`config.mk`:
```
export PLATFORM = sky130hd
export DESIGN_NAME = fifo_flow_ctrl
export DESIGN_NICKNAME = d
export VERILOG_FILES = /design/src/rtl/fifo_flow_ctrl.sv
export SDC_FILE = /design/constraint.sdc
export NUM_CORES = 1
export LEC_CHECK = 0
export BUFFER_PORTS_ARGS = -buffer_cell sky130_fd_sc_hd__buf_2
export CAP_MARGIN = 20
export CORE_MARGIN = 4
export CORE_UTILIZATION = 43
export CTS_CLUSTER_SIZE = 10
export DETAILED_ROUTE_END_ITERATION = 12
export PLACE_DENSITY = 0.64
export REMOVE_ABC_BUFFERS = 1
export SLEW_MARGIN = 10
export SYNTH_ARGS = -nofsm -noshare
export SYNTH_HDL_FRONTEND = slang
export SYNTH_SLANG_ARGS = --single-unit
```
`constraint.sdc`:
```
create_clock -name clk -period 5.3 [get_ports clk]
set_input_delay 0.265 -clock clk [delete_from_list [all_inputs] [get_ports clk]]
set_output_delay 0.265 -clock clk [all_outputs]
set_load 0.03 [all_outputs]
```
`src/rtl/fifo_flow_ctrl.sv`:
```
`default_nettype none
// ============================================================================
// Module  : fifo_flow_ctrl
// Brief   : Synchronous FIFO of {valid, data} entries with registered read
//           port, sticky overflow/underflow errors, programmable almost-full
//           and almost-empty levels, and hysteresis flow control
//           (pause / continua).
// Revision: 1.0 - initial release
// ============================================================================
module fifo_flow_ctrl #(
  parameter int BUS_SIZE   = 5,
  parameter int ADDR_WIDTH = 3
) (
  input  logic                  clk,
  input  logic                  reset,
  input  logic                  push,
  input  logic                  pop,
  input  logic                  valid,
  input  logic [BUS_SIZE-1:0]   data_in,
  input  logic [ADDR_WIDTH:0]   umbral_alto,
  input  logic [ADDR_WIDTH:0]   umbral_bajo,
  input  logic                  flush,
  input  logic                  clear_err,
  output logic [BUS_SIZE-1:0]   data_out,
  output logic                  valid_out,
  output logic [ADDR_WIDTH:0]   filled,
  output logic                  empty,
  output logic                  full,
  output logic                  almost_full,
  output logic                  almost_empty,
  output logic                  pause,
  output logic                  continua,
  output logic                  overflow_err,
  output logic                  underflow_err,
  output logic                  fifo_error,
  output logic                  cfg_err
);

  // Entry count as an occupancy value, and as an array size.
  localparam logic [ADDR_WIDTH:0] c_DEPTH   = {1'b1, {ADDR_WIDTH{1'b0}}};
  localparam int                  c_DEPTH_N = 1 << ADDR_WIDTH;

  typedef enum logic [0:0] {
    ST_FLOW  = 1'b0,
    ST_PAUSE = 1'b1
  } state_t;

  // Each entry carries the valid tag in its MSB.
  logic [BUS_SIZE:0]     r_mem [c_DEPTH_N];
  logic [ADDR_WIDTH-1:0] r_wr_ptr;
  logic [ADDR_WIDTH-1:0] r_rd_ptr;
  logic [ADDR_WIDTH:0]   r_filled;
  logic [BUS_SIZE-1:0]   r_data_out;
  logic                  r_valid_out;
  logic                  r_overflow;
  logic                  r_underflow;
  logic                  r_continua;
  state_t                r_state;
  state_t                w_state_next;

  logic                  w_empty;
  logic                  w_full;
  logic                  w_pop_ok;
  logic                  w_push_ok;
  logic                  w_ovf_evt;
  logic                  w_unf_evt;
  logic [ADDR_WIDTH:0]   w_filled_next;

  assign w_empty = (r_filled == '0);
  assign w_full  = (r_filled == c_DEPTH);

  // Flush swallows both requests, so neither can be accepted nor flag an error.
  assign w_pop_ok  = pop  && !w_empty && !flush;
  assign w_push_ok = push && (!w_full || w_pop_ok) && !flush;
  assign w_ovf_evt = push && w_full && !w_pop_ok && !flush;
  assign w_unf_evt = pop  && w_empty && !flush;

  // Post-update occupancy; also drives the flow-control decision.
  always_comb begin
    w_filled_next = r_filled;
    if (flush) begin
      w_filled_next = '0;
    end else begin
      unique case ({w_push_ok, w_pop_ok})
        2'b10:   w_filled_next = r_filled + (ADDR_WIDTH+1)'(1);
        2'b01:   w_filled_next = r_filled - (ADDR_WIDTH+1)'(1);
        default: w_filled_next = r_filled;
      endcase
    end
  end

  // Storage array: written on accepted push only, never reset.
  always_ff @(posedge clk) begin
    if (w_push_ok) begin
      r_mem[r_wr_ptr] <= {valid, data_in};
    end
  end

  // Pointers and occupancy counter.
  always_ff @(posedge clk or negedge reset) begin
    if (!reset) begin
      r_wr_ptr <= '0;
      r_rd_ptr <= '0;
      r_filled <= '0;
    end else begin
      r_filled <= w_filled_next;
      if (flush) begin
        r_wr_ptr <= '0;
        r_rd_ptr <= '0;
      end else begin
        if (w_push_ok) r_wr_ptr <= r_wr_ptr + ADDR_WIDTH'(1);
        if (w_pop_ok)  r_rd_ptr <= r_rd_ptr + ADDR_WIDTH'(1);
      end
    end
  end

  // Registered read port; data holds between pops, the strobe does not.
  always_ff @(posedge clk or negedge reset) begin
    if (!reset) begin
      r_data_out  <= '0;
      r_valid_out <= 1'b0;
    end else if (w_pop_ok) begin
      r_data_out  <= r_mem[r_rd_ptr][BUS_SIZE-1:0];
      r_valid_out <= r_mem[r_rd_ptr][BUS_SIZE];
    end else begin
      r_valid_out <= 1'b0;
    end
  end

  // Sticky errors; a fresh error beats a simultaneous clear.
  always_ff @(posedge clk or negedge reset) begin
    if (!reset) begin
      r_overflow  <= 1'b0;
      r_underflow <= 1'b0;
    end else begin
      if (w_ovf_evt)      r_overflow  <= 1'b1;
      else if (clear_err) r_overflow  <= 1'b0;
      if (w_unf_evt)      r_underflow <= 1'b1;
      else if (clear_err) r_underflow <= 1'b0;
    end
  end

  // Flow-control state register plus one-cycle resume pulse.
  always_ff @(posedge clk or negedge reset) begin
    if (!reset) begin
      r_state    <= ST_FLOW;
      r_continua <= 1'b0;
    end else begin
      r_state    <= w_state_next;
      r_continua <= (r_state == ST_PAUSE) && (w_state_next == ST_FLOW);
    end
  end

  // Hysteresis next-state: pause at the high mark, resume at the low mark.
  always_comb begin
    w_state_next = r_state;
    if (flush) begin
      w_state_next = ST_FLOW;
    end else begin
      unique case (r_state)
        ST_FLOW:  if (w_filled_next >= umbral_alto) w_state_next = ST_PAUSE;
        ST_PAUSE: if (w_filled_next <= umbral_bajo) w_state_next = ST_FLOW;
        default:  w_state_next = ST_FLOW;
      endcase
    end
  end

  assign data_out      = r_data_out;
  assign valid_out     = r_valid_out;
  assign filled        = r_filled;
  assign empty         = w_empty;
  assign full          = w_full;
  assign almost_full   = (r_filled >= umbral_alto);
  assign almost_empty  = (r_filled <= umbral_bajo);
  assign pause         = (r_state == ST_PAUSE);
  assign continua      = r_continua;
  assign overflow_err  = r_overflow;
  assign underflow_err = r_underflow;
  assign fifo_error    = r_overflow | r_underflow;
  assign cfg_err       = (umbral_bajo >= umbral_alto) || (umbral_alto > c_DEPTH);

endmodule
`default_nettype wire

```
# Yosys cells after proc, flatten, opt, wreduce, memory -nomap -nowiden
# Memory sizes are Yosys's and may differ from the RTL's.
# Index checks and enable logic that the tools add are counted.
word_totals:
  register_bits: 20
  ram_bits: 48
  out_inout_bits: 20
  romBits: 0
  mem_count: 1
  latchBits: 0
  elab_cells: 63
  in_bits: 20
mem_list:
  columns: ["name", "words", "word_bits", "read_ports", "rd_ports_with_merged_regs", "wr", "line_no", "text"]
  rows:
  - ["r_mem", 8, 6, 1, 0, 1, "49", "logic [BUS_SIZE:0] r_mem [c_DEPTH_N];"]
classes:
  div_mod_pow: 0
  eq_ne: 3
  n_mux: 16
  bitwise: 3
  n_lt_le_gt_ge: 6
  multipliers: 0
  n_shift: 0
  reduce_logical: 21
  addsub: 4
op_table:
  columns: ["op", "count"]
  rows:
  - ["4-bit >= comparator", 3]
  - ["3-bit two-way mux", 4]
  - ["1-bit logical AND", 10]
  - ["1-bit two-way mux", 9]
  - ["4-bit <= comparator", 2]
  - ["4-bit one-hot mux with 2 select lines", 1]
  - ["2-bit nonzero test", 4]
  - ["3-bit by 1-bit adder with 3-bit output (second input constant)", 2]
  - ["4-bit by 1-bit adder with 4-bit output (second input constant)", 1]
  - ["4-bit equality test (second input constant)", 1]
  - ["4-bit > comparator (second input constant)", 1]
  - ["1-bit zero test", 4]
  - ["4-bit zero test", 1]
  - ["4-bit two-way mux", 1]
  - ["4-bit by 1-bit subtractor with 4-bit output (second input constant)", 1]
  - ["2-bit by 1-bit equality test with 1-bit output (second input constant)", 1]
  - ["2-bit equality test (second input constant)", 1]
  - ["1-bit logical OR", 2]
  - ["1-bit NOT", 2]
  - ["1-bit one-hot mux with 2 select lines", 1]
  - ["1-bit OR", 1]

# Logic depth before layout (Yosys ltp)
# Gate-level depths: netlist of the first run.
logic_depth:
  depth_word: 16
  mapped_depth: 16
  depth_no_buf: 14

# Worst setup path after synthesis of the first run
# OpenSTA, ideal clock, no wires.
synth_timing:
  path_type: "reg2reg"
  startpoint: "register r_filled[1] (netlist: filled[1])"
  endpoint: "register r_state (netlist: pause)"
  arrival_ns: 3.678
  setup_ns: 0.066
  period_less_slack_ns: 3.745
  path_buffers: 2
  path_slack_ns: 1.555
  path_stages_with_launch: 17
  path_cell_list: "dfrtp_1 -> buf_6 -> or4_4 -> inv_2 -> nor2_1 -> buf_6 -> ha_1 -> xor2_1 -> ha_1 -> a21oi_1 -> xor2_1 -> or3_1 -> a21oi_1 -> ha_1 -> a41o_1 -> a21oi_1 -> a22o_1"
synth_via:
  elab_chain_cells: 14
synth_rtl:
  columns: ["element", "line_no", "text"]
  rows:
  - ["start, declared", "52", "logic [ADDR_WIDTH:0] r_filled;"]
  - ["start signal, assigned", "106", "r_filled <= w_filled_next;"]
  - ["4-bit zero test *", "69", "assign w_empty = (r_filled == '0);"]
  - ["via empty", "27", "output logic empty,"]
  - ["1-bit zero test *", "73", "assign w_pop_ok = pop && !w_empty && !flush;"]
  - ["1-bit logical AND * (2 in a row)", "73", null]
  - ["via w_pop_ok", "63", "logic w_pop_ok;"]
  - ["1-bit logical OR", "74", "assign w_push_ok = push && (!w_full || w_pop_ok) && !flush;"]
  - ["1-bit logical AND (2 in a row)", "74", null]
  - ["2-bit by 1-bit equality test with 1-bit output or 2-bit equality test (tied branches)", "84", "unique case ({w_push_ok, w_pop_ok})"]
  - ["4-bit one-hot mux with 2 select lines *", "84", null]
  - ["4-bit two-way mux *", "81", "if (flush) begin"]
  - ["via w_filled_next[2]", "67", "logic [ADDR_WIDTH:0] w_filled_next;"]
  - ["4-bit <= comparator or 4-bit >= comparator (tied branches)", "162, 161", null]
  - ["1-bit two-way mux, on equally long branches", "162, 161", null]
  - ["1-bit one-hot mux with 2 select lines *", "160", "unique case (r_state)"]
  - ["1-bit two-way mux *", "157", "if (flush) begin"]
  - ["via w_state_next", "59", "state_t w_state_next;"]
  - ["end signal, assigned", "149", "r_state <= w_state_next;"]
  - ["end, declared", "58", "state_t r_state;"]
# Mark *: on every way through the listed nets, which the timed path passes. The rest lies on a longest branch.
# A chain may end at the register's enable or synchronous reset.

# Final worst setup path of the first run
layout_timing:
  startpoint: "register r_filled[1] (netlist: filled[1])"
  endpoint: "register r_state (netlist: pause)"
layout_via:
  elab_chain_cells: 14
layout_rtl:
  columns: ["element", "line_no"]
  rows:
  - ["4-bit zero test", "69"]
  - ["1-bit zero test", "73"]
  - ["1-bit logical AND (2 in a row)", "73"]
  - ["1-bit logical OR", "74"]
  - ["1-bit logical AND (2 in a row)", "74"]
  - ["2-bit by 1-bit equality test with 1-bit output or 2-bit equality test (tied branches)", "84"]
  - ["4-bit one-hot mux with 2 select lines *", "84"]
  - ["4-bit two-way mux *", "81"]
  - ["via w_filled_next[2]", "67"]
  - ["4-bit <= comparator or 4-bit >= comparator (tied branches)", "162, 161"]
  - ["1-bit two-way mux, on equally long branches", "162, 161"]
  - ["1-bit one-hot mux with 2 select lines *", "160"]
  - ["1-bit two-way mux *", "157"]
  - ["via w_state_next", "59"]
# Marks and branches as above.

==> flow_summary_export.csv, run 1 <==
group,metric,value,unit
status,status,"complete, no violations",
floorplan,placementRows,31,
layout,final_nets,320,
yosys,async_flop_share,29.4,%
detailed_routing,routed_via_density,5.24,
detailed_routing,wl_per_cell,17.0,um
run,maxCapViolCount,0,
yosys,netlist_instances,229,
yosys,ys_ff_latch,68,
yosys,synth_top_cell_by_area,"edfxtp_1",
critical_path,cpPeakStageDelay,0.66,ns
clocking,clkTransAtPathRegs,0.08,ns
clocking,cts_buffers,9,
yosys,seq_area_frac_synth,58.9,%
critical_path,cp.arrival,4.22,ns
critical_path,rr_startpoint,"filled[1]",
yosys,synth-edff-count,48,
pwr,intPower,926,uW
critical_path,r2r_slack,1.36,ns
detailed_routing,wirelength,6460,um
hold_path,hold_path_depth,2,
detailed_routing,drc,0,
pwr,pwr_density_cell,351,mW/mm2
critical_path,slowest_stage,"nor2_1",
critical_path,required,5.58,ns
layout,diodes,0,
timing,maxSlewViolCount,0,
yosys,synth.top_cell.area_share,43.7,%
clocking,holdBufCountCts,1,
timing,grt_setup_unrepaired,"false",
clocking,htree_levels,3,
layout,stdcell_count,379,
clocking,root_buffer,"clkbuf_8",
clocking,cts_buffer_depth,2,
timing,hold-worst-slack,0.132,ns
global_routing,grt_pass1_vias,2054,
timing,tightest_slew,0.920,ns
timing,fin_crit_sh,74.4,%
yosys,netlist_area,0.00330,mm2
pwr,irDropWorstVdd,0.211,mV
detailed_routing,vias,1986,
layout,area_growth,14.6,%
global_routing,grt_max_degree,21,
global_routing,grt_pass1_wl,10500,um
global_routing,overflow,0,
timing,slew-limit-headroom,38.7,%
place,gp_congestion,0.754,
layout,fillers,669,
critical_path,critPathKind,"reg -> reg",
layout,drive_gt1_share,27.5,%
timing,period_needed,3.94,ns
pwr,power,1330,uW
hold_path,hold_class,"in -> reg",
timing,setup_viol,0,
clocking,clkLatencyLatePin,0.34,ns
pwr,switchingPower,402,uW
place,port_buffers,39,
critical_path,reg2reg_to,"pause",
yosys,synth_area_leaders,"edfxtp_1 (44%), dfrtp_1 (15%), ha_1 (9.5%), mux4_2 (8.2%), mux2i_1 (2.4%)",
global_routing,antenna_found_initial,0,
critical_path,startpoint,"filled[1]",
floorplan,die_area,0.00914,mm2
floorplan,die_width,95.6,um
pwr,seqPwrFrac,48.4,%
pwr,p_leak,0.00155,uW
clocking,cts-resized-gates,0,
timing,finalSetupTns,0,ns
critical_path,worst_setup_path_end_kind,"register",
pwr,clkPwrFrac,32.2,%
detailed_routing,drt_pass1_iterations,4,
critical_path,r2r_cells,14,
yosys,syn_avg_cell_area,14.4,um2
critical_path,crit_fanout,12,
critical_path,worstSetupStartpointType,"register",
yosys,ys.flop_type,"edfxtp_1",
floorplan,die_h,95.6,um
layout,final_core_utilization,51.3,%
clocking,postCtsSetupBuffers,0,
floorplan,io_pins,40,
timing,skew,0.00929,ns
critical_path,cp_cell_sequence,"or4_4 > inv_2 > nor2_1 > ha_1 > xor2_1 > ha_1 > a21oi_1 > xor2_1 > or3_1 > a21oi_1 > ha_1 > a41o_1 > a21oi_1 > a22o_1",
detailed_routing,drt-initial-drc-count,102,
yosys,ys_warn_count,0,
timing,fmaxAchievable,254,MHz
floorplan,start_util,44.8,%
pwr,swShare,30.2,%
timing,hold_viol_final,0,
clocking,cts.sinks,68,
global_routing,grtUsageTotal,15.6,%
detailed_routing,ant_nets,0,
hold_path,hold_end,"underflow_err",
hold_path,min-delay-start,"clear_err",
place,dp.final_hpwl,4500,um
floorplan,core,0.00737,mm2
clocking,cts_tree,"built",
place,dp.cells,362,
pwr,pwr-share-comb,19.4,%
yosys,netlist-cell-type-count,42,
-- cell type report --
type | instances | area (um2) | area share (%)
timing repair buffer | 42 | 220 | 5.83
clock inverter | 7 | 75.1 | 1.99
tap | 99 | 124 | 3.28
multi-input combinational | 141 | 1240 | 32.9
sequential | 68 | 1940 | 51.4
clock buffer | 9 | 124 | 3.28
inverter | 13 | 48.8 | 1.29
-- worst max-delay path, delay by kind of cell, from the launching register on --
family                   cells  cell delay, ns
AND/OR/NAND/NOR              3            1.21
AO/OA/AOI/OAI                5            0.87
adder cells (fa/ha/maj)      3            0.86
flip-flops                   1            0.56
XOR/XNOR                     2            0.34
buffers and inverters        1            0.04
-- worst max path at each step --
stage                  to  slack [ns]  cells after the start
floorplan           pause        1.61                     14
global placement    pause        1.61                     14
detailed placement  pause        1.46                     14
CTS                 pause        1.40                     14
global route        pause        1.12                     14
finish              pause        1.36                     14
-- flip-flops by register name, summed over array words and instances (netlist names) --
signal and count:
valid_out 1, r_rd_ptr 3, filled 4, continua 1
underflow_err 1, data_out 5, overflow_err 1, pause 1
r_mem 48, r_wr_ptr 3
-- power groups by stage --
stage                     sequential, uW  combinational (uW)  clock, uW
after CTS                            643                 262        433
after global placement               653                 255          0
after floorplan                      693                 132          0
final                                643                 258        427
after detailed placement             654                 260          0
after global routing                 648                 287        459
-- per-stage QoR --
stage | instance area, um2 | worst slack (ns)
finish | 3780 | 1.36
global placement | 3550 | 1.61
floorplan | 3240 | 1.61
detailed placement | 3570 | 1.46
CTS | 3780 | 1.40
global route | 3780 | 1.12
-- placed cells by master (no fill, tap or decap), drive strengths merged, types with 2 or more instances in the layout --
| cell type | count |
|---|---|
| nor2 | 19 |
| nand2 | 7 |
| inv | 15 |
| nand3 | 3 |
| nor2b | 5 |
| o21ai | 6 |
| clkinv | 2 |
| o211ai | 2 |
| o21a | 2 |
| a21oi | 12 |
| xor2 | 5 |
| or3 | 3 |
| clkbuf | 9 |
| clkinvlp | 2 |
| nor3 | 4 |
| mux4 | 12 |
| edfxtp | 48 |
| nand3b | 2 |
| dfrtp | 20 |
| mux2i | 8 |
| ha | 25 |
| a21o | 6 |
| nand2b | 7 |
| buf | 41 |
-- cells in the mapped netlist, types with 2 or more instances --
cell,n
a21o_1,6
nand2_1,7
nor3_1,4
nor2b_1,4
inv_1,12
mux2i_1,8
buf_6,3
xor2_1,5
nor2_1,19
nand3_1,3
nand2b_1,7
ha_1,25
edfxtp_1,48
o21ai_0,5
or3_1,2
dfrtp_1,20
o211ai_1,2
mux4_2,12
o21a_1,2
nand3b_1,2
a21oi_1,12
-- cell families after synthesis --
logic type | Yosys count | synth area share (%)
DFF | 68 | 58.9
and+or+nand+nor | 56 | 9.10
AOI/OAI and AO/OA | 33 | 6.60
adders and majority gates | 25 | 9.48
muxes | 21 | 11.0
buffers and inverters | 20 | 3.38
xor gates and xnor gates | 6 | 1.59
-- metal layers --
layer | GRT usage [%] | vias to the layer above | wire (um)
met2 | 25.4 | 64 | 3110
met4 | 2.96 | 0 | 46
met3 | 4.74 | 5 | 452
met5 | 0 | - | 0
met1 | 20.7 | 964 | 2840
li1 | - | 953 | -
Note: power is estimated with default switching activity, not from simulation.
==> run 2, diff against run 1 <==
--- a/config.mk
+++ b/config.mk
@@ -11,7 +11,7 @@
 export CORE_UTILIZATION = 43
 export CTS_CLUSTER_SIZE = 10
 export DETAILED_ROUTE_END_ITERATION = 12
-export PLACE_DENSITY = 0.64
+export PLACE_DENSITY = 0.66
 export REMOVE_ABC_BUFFERS = 1
 export SLEW_MARGIN = 10
 export SYNTH_ARGS = -nofsm -noshare
==> constraint.sdc (replaced) <==
create_clock -name clk -period 3.45 [get_ports clk]
set_input_delay 0.1725 -clock clk [delete_from_list [all_inputs] [get_ports clk]]
set_output_delay 0.1725 -clock clk [all_outputs]
set_load 0.03 [all_outputs]
==> flow_summary_export.csv, run 2 (synthesis gave the netlist of run 1 again) <==
group,metric,value,unit
status,status,"complete, no violations",
pwr,irDropWorstVdd,0.305,mV
clocking,cts.sinks,68,
layout,design_area,0.00387,mm2
layout,regMostFlops,"r_mem",
floorplan,io_pins,40,
timing,setup_viol,0,
clocking,clkLatencyLatePin,0.34,ns
detailed_routing,drt_pass1_iterations,4,
critical_path,r2r_slack,0.14,ns
global_routing,grtUsageTotal,15.1,%
detailed_routing,wl_per_cell,16.4,um
clocking,cts_tree,"built",
critical_path,r2r_cells,14,
pwr,pwr_density_cell,532,mW/mm2
floorplan,die_width,95.6,um
critical_path,crit_fanout,3,
run,maxCapViolCount,0,
timing,slew-limit-headroom,40.0,%
floorplan,die_area,0.00914,mm2
floorplan,die_h,95.6,um
timing,fmaxAchievable,302,MHz
detailed_routing,drt-initial-drc-count,59,
place,dp.final_hpwl,4540,um
critical_path,worstSetupStartpointType,"register",
critical_path,cp.arrival,3.59,ns
timing,fin_crit_sh,95.9,%
clocking,postCtsSetupBuffers,0,
place,gp_congestion,0.751,
layout,drive_gt1_share,31.4,%
clocking,clkTransAtPathRegs,0.08,ns
pwr,p_leak,0.00160,uW
timing,grt_setup_unrepaired,"false",
layout,layout_common_cells,"edfxtp_1 (48), buf_2 (39), ha_1 (24)",
hold_path,hold_path_depth,2,
critical_path,required,3.73,ns
detailed_routing,ant_nets,0,
detailed_routing,drc,0,
global_routing,grt_max_degree,21,
global_routing,grt_pass1_vias,2030,
place,port_buffers,39,
floorplan,placementRows,31,
timing,hold_viol_final,0,
global_routing,overflow,0,
floorplan,core,0.00737,mm2
place,placed_cell_area,0.00364,mm2
detailed_routing,vias,2016,
layout,largest_reg_flops,48,
clocking,root_buffer,"clkbuf_8",
critical_path,critPathKind,"reg -> reg",
timing,maxSlewViolCount,0,
detailed_routing,wirelength,6360,um
layout,final_nets,330,
global_routing,grt_pass1_wl,10200,um
place,place_worst_setup_slack,0.0836,ns
timing,period_needed,3.31,ns
layout,area_growth,17.3,%
hold_path,hold_class,"in -> reg",
timing,tightest_slew,0.899,ns
layout,diodes,0,
layout,layout_commonest_cell,"edfxtp_1",
detailed_routing,routed_via_density,5.18,
clocking,cts_buffers,9,
timing,fin_ws,0.142,ns
critical_path,worst_setup_path_end_kind,"register",
floorplan,start_util,44.8,%
clocking,cts_buffer_depth,2,
clocking,htree_levels,3,
global_routing,antenna_found_initial,0,
timing,skew,0.0121,ns
==> run 2: changes by cell type in the layout (fill, tap and decap cells not counted) <==
cell | before | now
inv_6 | 2 | 4
clkinv_1 | 1 | 0
buf_4 | 2 | 12
clkinv_4 | 1 | 0
ha_1 | 25 | 24
ha_2 | 0 | 1
a21oi_2 | 0 | 2
a21oi_1 | 12 | 10
==> run 2: through the flow <==
| stage | setup TNS (ns) | power [uW] | utilization (%) | hold slack (ns) | cells |
|---|---|---|---|---|---|
| floorplan | -0.458 | 1270 | - | -0.123 | 222 |
| global placement | 0 | 1400 | 49.5 | 0.142 | 372 |
| detailed placement | 0 | 1420 | 49.5 | 0.140 | 372 |
| CTS | 0 | 2080 | 52.4 | 0.00715 | 389 |
| global route | 0 | 2170 | 52.5 | 0.0197 | 389 |
| finish | 0 | 2060 | 52.5 | 0.0236 | 389 |
==> run 2: critical path, cell delays in order (launching register included) <==
cell     delay (ns)
dfrtp_1        0.40
or4b_4         0.57
o21ai_4        0.16
or2_2          0.13
ha_2           0.18
xor2_1         0.16
ha_1           0.17
a21oi_1        0.05
xor2_1         0.15
or3_1          0.33
a21oi_2        0.18
ha_1           0.26
a41o_1         0.25
a21oi_2        0.13
a22o_1         0.13
==> run 2: layout make-up <==
cell class	instances	area, um2
repair buffers	52	295
multi-input cells	141	1250
well taps	99	124
clock buffers	9	124
clock inverters	7	80.1
flip-flops and latches	68	1940
inverters	13	48.8
fillers	640	3500
==> run 2: worst paths after layout <==
| path | from | end |
|---|---|---|
| max | filled[0] | pause |
| min | clear_err | overflow_err |
| max reg2reg | filled[0] | pause |
| min reg2reg | data_out[2] | data_out[2] |
| max in group asynchronous | reset | filled[1] |
| min in group asynchronous | reset | data_out[1] |
==> run 2: per-layer routing <==
metal / vias to the layer above / track usage [%] / part of all wire [%]
li1: 970 / - / -
met1: 990 / 20.4 / 47
met2: 50 / 23.4 / 47
met3: 6 / 4.58 / 4.9
met4: 0 / 4.62 / 0.75
met5: - / 0 / 0
==> run 2: where the power goes <==
group	switching, uW	internal, uW	total (uW)
Clock	317	343	661
Combinational	254	171	424
Sequential	46.7	926	972
==> run 2: repair_timing <==
action                                  in CTS  in global routing
endpoints found under the hold margin       20                  0
resized for setup                            0                  3
endpoints found under the setup margin       0                  2
hold buffers                                 1                  0
==> run 3, diff against run 2 <==
--- a/config.mk
+++ b/config.mk
@@ -11,7 +11,7 @@
 export CORE_UTILIZATION = 43
 export CTS_CLUSTER_SIZE = 10
 export DETAILED_ROUTE_END_ITERATION = 12
-export PLACE_DENSITY = 0.66
+export PLACE_DENSITY = 0.69
 export REMOVE_ABC_BUFFERS = 1
 export SLEW_MARGIN = 10
 export SYNTH_ARGS = -nofsm -noshare
==> flow_summary_export.csv, run 3 (synthesis gave the netlist of run 1 again) <==
group,metric,value,unit
floorplan,io_pins,40,
timing,slew-limit-headroom,42.9,%
global_routing,grt_pass1_wl,10000,um
layout,final_nets,331,
timing,finalSetupTns,0,ns
timing,setup_viol,0,
run,maxCapViolCount,0,
global_routing,antenna_found_initial,0,
detailed_routing,drt-initial-drc-count,59,
layout,diodes,0,
floorplan,die_area,0.00914,mm2
pwr,irDropWorstVdd,0.222,mV
layout,stdcell_count,390,
layout,area_growth,17.6,%
timing,period_needed,3.23,ns
timing,fmaxAchievable,309,MHz
detailed_routing,wl_per_cell,16.0,um
critical_path,cp_cell_sequence,"or4b_4 > o21ai_4 > or2_4 > ha_4 > xor2_1 > ha_2 > a21oi_1 > xor2_1 > or3_1 > a21oi_2 > ha_1 > a41o_1 > a21oi_2 > a22o_1",
detailed_routing,drt_pass1_iterations,4,
critical_path,cpPeakStageDelay,0.57,ns
clocking,cts_buffer_depth,2,
detailed_routing,vias,1966,
clocking,root_buffer,"clkbuf_8",
place,dp.cells,371,
timing,hold_viol_final,0,
critical_path,reg2reg_to,"pause",
clocking,clkTransAtPathRegs,0.07,ns
critical_path,worstSetupStartpointType,"register",
status,status,"complete, no violations",
layout,final_core_utilization,52.6,%
timing,skew,0.00756,ns
global_routing,grt_max_degree,21,
place,dp.final_hpwl,4580,um
clocking,cts_tree,"built",
critical_path,cp.arrival,3.51,ns
detailed_routing,drc,0,
detailed_routing,routed_via_density,5.04,
clocking,clkLatencyLatePin,0.34,ns
place,port_buffers,39,
critical_path,required,3.72,ns
critical_path,critPathKind,"reg -> reg",
pwr,pwr_density_cell,518,mW/mm2
floorplan,placementRows,31,
critical_path,slowest_stage,"or4b_4",
timing,maxSlewViolCount,0,
detailed_routing,wirelength,6260,um
timing,fin_crit_sh,93.7,%
hold_path,min-delay-start,"clear_err",
floorplan,start_util,44.8,%
global_routing,grt_pass1_vias,1920,
clocking,cts_buffers,9,
critical_path,r2r_slack,0.22,ns
clocking,htree_levels,3,
layout,layout_common_cells,"edfxtp_1 (48), buf_2 (39), ha_1 (23)",
floorplan,die_width,95.6,um
clocking,cts.sinks,68,
place,placed_cell_area,0.00364,mm2
critical_path,worst_setup_path_end_kind,"register",
floorplan,die_h,95.6,um
detailed_routing,ant_nets,0,
hold_path,hold_path_depth,2,
pwr,p_leak,0.00160,uW
layout,drive_gt1_share,31.6,%
timing,tightest_slew,0.857,ns
hold_path,hold_end,"underflow_err",
layout,largest_reg_flops,48,
layout,design_area,0.00388,mm2
layout,regMostFlops,"r_mem",
global_routing,overflow,0,
critical_path,rr_startpoint,"filled[1]",
global_routing,grtUsageTotal,14.9,%
hold_path,hold_class,"in -> reg",
critical_path,r2r_cells,14,
layout,layout_commonest_cell,"edfxtp_1",
place,gp_congestion,0.768,
floorplan,core,0.00737,mm2
critical_path,crit_fanout,3,
[run 3: layout make-up]
cell class / instances / area, um2
fillers: 625 / 3490
flip-flops and latches: 68 / 1940
multi-input cells: 141 / 1270
repair buffers: 53 / 303
clock buffers: 9 / 124
well taps: 99 / 124
clock inverters: 7 / 67.6
inverters: 13 / 48.8
[run 3: report_power, final]
part	switching, uW	internal, uW
combinational	250	173
sequential	44.4	926
clock	289	329
[run 3: worst max-delay path, delay by kind of cell, from the launching register on]
kind,cells,cell delay (ns)
AND/OR/NAND/NOR,3,1.11
AO/OA/AOI/OAI,6,0.82
adder cells (fa/ha/maj),3,0.56
flip-flops,1,0.39
XOR/XNOR,2,0.29
[run 3: worst max-delay path by stage]
stage	to	startpoint	slack, ns
3_3_place_gp	pause	filled[0]	0.17
4_1_cts	pause	filled[1]	0.09
2_1_floorplan	pause	filled[1]	-0.24
3_5_place_dp	pause	filled[1]	0.13
6_report	pause	filled[1]	0.22
5_1_grt	pause	filled[1]	-0.007
[run 3: routing by layer]
| metal | GRT usage [%] | up-vias | part of all wire, % |
|---|---|---|---|
| li1 | - | 976 | - |
| met1 | 20.3 | 935 | 46 |
| met2 | 23.0 | 48 | 47 |
| met3 | 4.89 | 7 | 6.0 |
| met4 | 3.91 | 0 | 0.75 |
| met5 | 0 | - | 0 |
[run 3: through the flow]
| step | setup WS [ns] | hold slack (ns) | total power (uW) |
|---|---|---|---|
| after global routing | -0.00701 | 0.0158 | 2120 |
| final | 0.216 | 0.0325 | 2010 |
| after detailed placement | 0.130 | 0.147 | 1410 |
| after floorplan | -0.239 | -0.123 | 1270 |
| after CTS | 0.0883 | 0.0159 | 2030 |
| after global placement | 0.175 | 0.142 | 1400 |
[run 3: repair_timing]
| item | in CTS | in global routing |
|---|---|---|
| hold buffers | 1 | 0 |
| hold endpoints to repair | 20 | 0 |
| setup endpoints to repair | 0 | 2 |
| gates resized for setup | 0 | 7 |
| buffers inserted | 0 | 2 |
